==> config.mk <==
export PLATFORM = sky130hd
export DESIGN_NAME = hazard_ctrl
export DESIGN_NICKNAME = d
export VERILOG_FILES = /design/src/rtl/core_pkg.sv /design/src/rtl/hazard_perf_cnt.sv /design/src/rtl/hazard_ctrl.sv
export SDC_FILE = /design/constraint.sdc
export NUM_CORES = 1
export LEC_CHECK = 0
export ABC_CLOCK_PERIOD_IN_PS = 3800
export CAP_MARGIN = 25
export CORE_ASPECT_RATIO = 0.75
export CORE_MARGIN = 2
export CORE_UTILIZATION = 48
export DETAILED_ROUTE_END_ITERATION = 10
export GPL_ROUTABILITY_DRIVEN = 0
export PLACE_DENSITY = 0.78
export SYNTH_ARGS = -nofsm -noshare
export SYNTH_HDL_FRONTEND = slang
export SYNTH_SLANG_ARGS = --single-unit
==> constraint.sdc <==
create_clock -name clk -period 3.8 [get_ports clk]
set_input_delay 0.38 -clock clk [delete_from_list [all_inputs] [get_ports clk]]
set_output_delay 0.38 -clock clk [all_outputs]
set_load 0.02 [all_outputs]
==> src/rtl/core_pkg.sv <==
// Shared core definitions: hazard-controller state encoding and the pipeline NOP word.
package core_pkg;

  typedef logic [1:0] hz_state_t;

  localparam hz_state_t StBoot    = 2'd0;
  localparam hz_state_t StRun     = 2'd1;
  localparam hz_state_t StMemWait = 2'd2;

  // addi x0, x0, 0 is not used; the canonical NOP here is add x0, x0, x0.
  localparam logic [31:0] Nop = 32'h0000_0033;

endpackage

==> src/rtl/hazard_perf_cnt.sv <==
// Performance counters for the hazard controller: stall cycles and redirect events.
module hazard_perf_cnt (
  input  logic        clk_i,
  input  logic        rst_i,
  input  logic        clr_i,
  input  logic        stall_inc_i,
  input  logic        flush_inc_i,
  output logic [31:0] stall_cycles_o,
  output logic [15:0] flush_events_o
);

  logic [31:0] stall_cycles_q, stall_cycles_d;
  logic [15:0] flush_events_q, flush_events_d;

  // Clear wins over a same-cycle increment.
  always_comb begin
    stall_cycles_d = stall_cycles_q;
    flush_events_d = flush_events_q;
    if (clr_i) begin
      stall_cycles_d = '0;
      flush_events_d = '0;
    end else begin
      if (stall_inc_i) stall_cycles_d = stall_cycles_q + 32'd1;
      if (flush_inc_i) flush_events_d = flush_events_q + 16'd1;
    end
  end

  always_ff @(posedge clk_i or posedge rst_i) begin
    if (rst_i) begin
      stall_cycles_q <= '0;
      flush_events_q <= '0;
    end else begin
      stall_cycles_q <= stall_cycles_d;
      flush_events_q <= flush_events_d;
    end
  end

  assign stall_cycles_o = stall_cycles_q;
  assign flush_events_o = flush_events_q;

endmodule

==> src/rtl/hazard_ctrl.sv <==
// Pipeline hazard controller: boot hold, load-use stalls, memory-wait stalls and
// mispredict redirects (deferred while memory is busy), with performance counters.
module hazard_ctrl
  import core_pkg::*;
#(
  parameter int unsigned BOOT_CYCLES = 4
) (
  input  logic        clk,
  input  logic        rst,
  input  logic [4:0]  rs1_d,
  input  logic [4:0]  rs2_d,
  input  logic        use_rs1_d,
  input  logic        use_rs2_d,
  input  logic [4:0]  rd_e,
  input  logic        memread_e,
  input  logic        mispredict_e,
  input  logic [31:0] redirect_pc_e,
  input  logic        mem_busy,
  input  logic        cnt_clr,
  output logic        stall_f,
  output logic        stall_d,
  output logic        stall_e,
  output logic        flush_d,
  output logic        bubble_e,
  output logic        redirect_valid,
  output logic [31:0] redirect_pc,
  output logic [31:0] stall_cycles,
  output logic [15:0] flush_events
);

  hz_state_t   state_q, state_d;
  logic [7:0]  boot_cnt_q, boot_cnt_d;
  logic        pend_valid_q, pend_valid_d;
  logic [31:0] pend_pc_q, pend_pc_d;
  logic        load_use;
  logic        boot_done;

  assign load_use = memread_e & (rd_e != 5'd0) &
                    ((use_rs1_d & (rs1_d == rd_e)) | (use_rs2_d & (rs2_d == rd_e)));

  assign boot_done = (32'(boot_cnt_q) + 32'd1) >= BOOT_CYCLES;

  always_comb begin
    stall_f        = 1'b0;
    stall_d        = 1'b0;
    stall_e        = 1'b0;
    flush_d        = 1'b0;
    bubble_e       = 1'b0;
    redirect_valid = 1'b0;
    redirect_pc    = '0;
    state_d        = state_q;
    boot_cnt_d     = boot_cnt_q;
    pend_valid_d   = pend_valid_q;
    pend_pc_d      = pend_pc_q;

    case (state_q)
      StBoot: begin
        stall_f = 1'b1;
        stall_d = 1'b1;
        flush_d = 1'b1;
        if (boot_done) state_d = StRun;
        else           boot_cnt_d = boot_cnt_q + 8'd1;
      end
      StRun, StMemWait: begin
        if (mem_busy) begin
          stall_f = 1'b1;
          stall_d = 1'b1;
          stall_e = 1'b1;
          state_d = StMemWait;
          // Younger mispredict overwrites any older pending target.
          if (mispredict_e) begin
            pend_valid_d = 1'b1;
            pend_pc_d    = redirect_pc_e;
          end
        end else begin
          state_d = StRun;
          if (mispredict_e | pend_valid_q) begin
            redirect_valid = 1'b1;
            flush_d        = 1'b1;
            bubble_e       = 1'b1;
            redirect_pc    = mispredict_e ? redirect_pc_e : pend_pc_q;
            pend_valid_d   = 1'b0;
          end else if (load_use) begin
            stall_f  = 1'b1;
            stall_d  = 1'b1;
            bubble_e = 1'b1;
          end
        end
      end
      default: state_d = StBoot;
    endcase
  end

  always_ff @(posedge clk or posedge rst) begin
    if (rst) begin
      state_q      <= StBoot;
      boot_cnt_q   <= '0;
      pend_valid_q <= 1'b0;
      pend_pc_q    <= '0;
    end else begin
      state_q      <= state_d;
      boot_cnt_q   <= boot_cnt_d;
      pend_valid_q <= pend_valid_d;
      pend_pc_q    <= pend_pc_d;
    end
  end

  hazard_perf_cnt u_perf_cnt (
    .clk_i          (clk),
    .rst_i          (rst),
    .clr_i          (cnt_clr),
    .stall_inc_i    (stall_f & (state_q != StBoot)),
    .flush_inc_i    (redirect_valid),
    .stall_cycles_o (stall_cycles),
    .flush_events_o (flush_events)
  );

endmodule

==> results.toml <==
[cts]
clockBufferDepth = 2
hold_buffers = 0
cts_max_level = 3
cts_tree = "yes"
clockRootBuffer = "clkbuf_16"
clock-sinks = 91
numCtsBuffers = 9
cts_setup_buffers = 0
cts_resized = 0
clock_latency_ps = 330
clkTransAtPathRegs_ps = 60

[grt]
grt_usage_pct = 22.9
grt_max_degree = 59
grt_pass1_vias = 4236
gr-total-overflow = 0
grt_pass1_wl_microns = 20300
antenna_found_initial = 0

[synthesis]
synth.area.top_cells = "dfrtp_1 47%, mux2_2 8.3%, mux2i_1 6.8%"
synth_nets = 538
yosys.cell_types.count = 49
ys_ff_latch = 91
synth_area_leader_cell = "dfrtp_1"
synth_area_sq_mm = 0.00487
async_reset_ff_share_pct = 100
yosys_most_used_dff = "dfrtp_1"
yosysWarnings = 0
avgSynthCellArea_sq_um = 10.2
netlist_instances = 478
yosysSeqAreaShare_pct = 46.8
synth_edf_count = 0
synth_top_area_share_pct = 46.8

[die]
fp.dieH_microns = 91.2
die_w_microns = 120
core_sq_mm = 0.00977
ios = 141
num_rows = 31
dieArea_sq_mm = 0.0110
start_util_pct = 49.8

[job]
maxCapViolCount = 0

[cells_and_area]
drive_gt1_share_pct = 12.5
syn_to_final_growth_pct = 37.7
layout.nets = 670
antenna_cells = 0
fillers = 764

[sta]
fin_skew_ps = 8.91
rsz0062_at_grt = "no"
max_slew.worst_pin.slew_ps = 895
hold_viol_final = 0
slew_violations = 0
postLayoutSetupSlackWorst_ps = 717
max-slew-margin-rel_pct = 40.3
max_freq_ghz = 0.324
finalCritPeriodShare_pct = 81.1
setup_viol = 0
min_period_ps = 3080
fin_tns_setup_ps = 0

[routing]
wl_microns = 12000
drt-pass1-iter-count = 4
drtAntennaViolNets = 0
drt_iter0_drc = 191
vias = 4113
drt-wirelength-per-cell_microns = 16.1
drc_errors = 0
via_per_inst = 5.51

[placed_design]
pre_cts_ws_ps = 719
port_buffers = 140
dp_hpwl_microns = 8580

[power]
power_w = 0.00349
p_per_area_mw_per_mm2 = 520
p_leak_nw = 2.77
p_seq_share_pct = 37.4
clkPwrFrac_pct = 26.9
peakVddDrop_mv = 0.440
p_sw_w = 0.00111
p_int_w = 0.00237
p_sw_share_pct = 31.9
p_comb_share_pct = 35.8

[critical_path]
end_kind = "primary output"
start_kind = "input port"
crit_arrival_ps = 2700
worstPathRequired_ps = 3420
path_class = "input port to primary output"
cp_max_fo = 3

[run_status]
status = "complete, no violations"

[worst_hold_path]
hp-class = "input port to asynchronous set/reset pin"
==> area by class of cell <==
class	instances	area, sq um	area share, %
inverters	9	35.0	0.523
clock inverters	4	56.3	0.840
multi-input cells	348	2400	35.9
clock buffers	12	267	3.98
flip-flops and latches	91	2280	34.0
well taps	132	165	2.46
repair buffers	151	1500	22.4
==> cells in the mapped netlist (7+ instances only) <==
master	instances
a21oi_1	26
and3_1	10
clkbuf_1	16
dfrtp_1	91
inv_1	8
mux2_2	36
mux2i_1	33
nand2_1	23
nand3_1	19
nand4_1	10
nor2_1	66
nor2b_1	7
o21ai_0	15
o31ai_1	9
or3_1	14
or4_1	9
xnor2_1	14
xor2_1	13
==> cell families (layout without fill, tap and decap cells) <==
| logic type | count (synthesis) | in the layout | synth area share, % |
|---|---|---|---|
| AO/OA/AOI/OAI | 61 | 61 | 7.51 |
| AND/OR/NAND/NOR | 183 | 183 | 19.8 |
| flip-flops | 91 | 91 | 46.8 |
| XOR/XNOR | 27 | 27 | 4.86 |
| buffers and inverters | 39 | 176 | 3.81 |
| adder cells (fa/ha/maj) | 5 | 5 | 1.29 |
| multiplexers | 72 | 72 | 16.0 |
==> sequential cells by signal, indices dropped and copies added (netlist names) <==
register / cells
pend_pc_q: 32
pend_valid_q: 1
u_perf_cnt.stall_cycles_o: 32
boot_cnt_q: 8
u_perf_cnt.flush_events_o: 16
state_q: 2
==> final timing paths <==
check,start,to,slack (ps),cells past startpoint
max,rd_e[2],stall_f,720,8
min,rst,pend_pc_q[8],250,2
max reg2reg,state_q[0],u_perf_cnt.stall_cycles_o[21],1240,7
min reg2reg,boot_cnt_q[5],boot_cnt_q[5],380,0
max in group asynchronous,rst,u_perf_cnt.stall_cycles_o[31],2750,4
min in group clk,boot_cnt_q[5],boot_cnt_q[5],380,0
==> critical path, cell delays in order <==
cell and delay, ps:
clkdlybuf4s50_1 540, xnor2_1 140, nand4_1 110, o22ai_1 310
and2b_1 220, nand3_1 80, a21oi_1 250, clkdlybuf4s50_1 660
==> power groups by stage <==
stage               clock network, W  logic (W)  registers (W)
detailed placement                 0    0.00125        0.00132
CTS                         0.000957    0.00126        0.00130
finish                      0.000938    0.00125        0.00130
floorplan                          0   0.000799        0.00130
global placement                   0    0.00122        0.00130
global route                 0.00100    0.00136        0.00133
==> stage by stage <==
step / area, sq um / hold slack [ps] / util (%) / cells
CTS: 6680 / 384 / 68.3 / 746
finish: 6700 / 247 / 68.6 / 747
global route: 6700 / 260 / 68.6 / 747
floorplan: 4870 / 430 / - / 478
detailed placement: 6350 / 366 / 65.0 / 730
global placement: 6350 / 365 / 65.0 / 730
==> per-layer routing <==
metal,part of all wire [%],GRT usage (%)
met5,0,0
met2,48,36.8
met1,44,31.1
met4,2.2,7.75
met3,5.3,4.77
==> layout by cell type (no fill, tap or decap), drive strengths merged, types with 2 or more instances in the layout <==
master and count:
dfrtp 91, clkbuf 12, ha 5, nor4 3, nor3b 2, o31ai 9
xnor2 14, nand3 21, nor2b 7, a21oi 27, or4 9, clkdlybuf4s50 139
or3 14, o21ai 16, inv 8, nor2 66, and4 3, buf 12
mux2 39, xor2 13, nand2 23, clkinv 4, mux2i 33, and3 10
o31a 2, o21a 3, nand4 11, nor3 6, and2 4
Power figures use the tool's default switching activity.
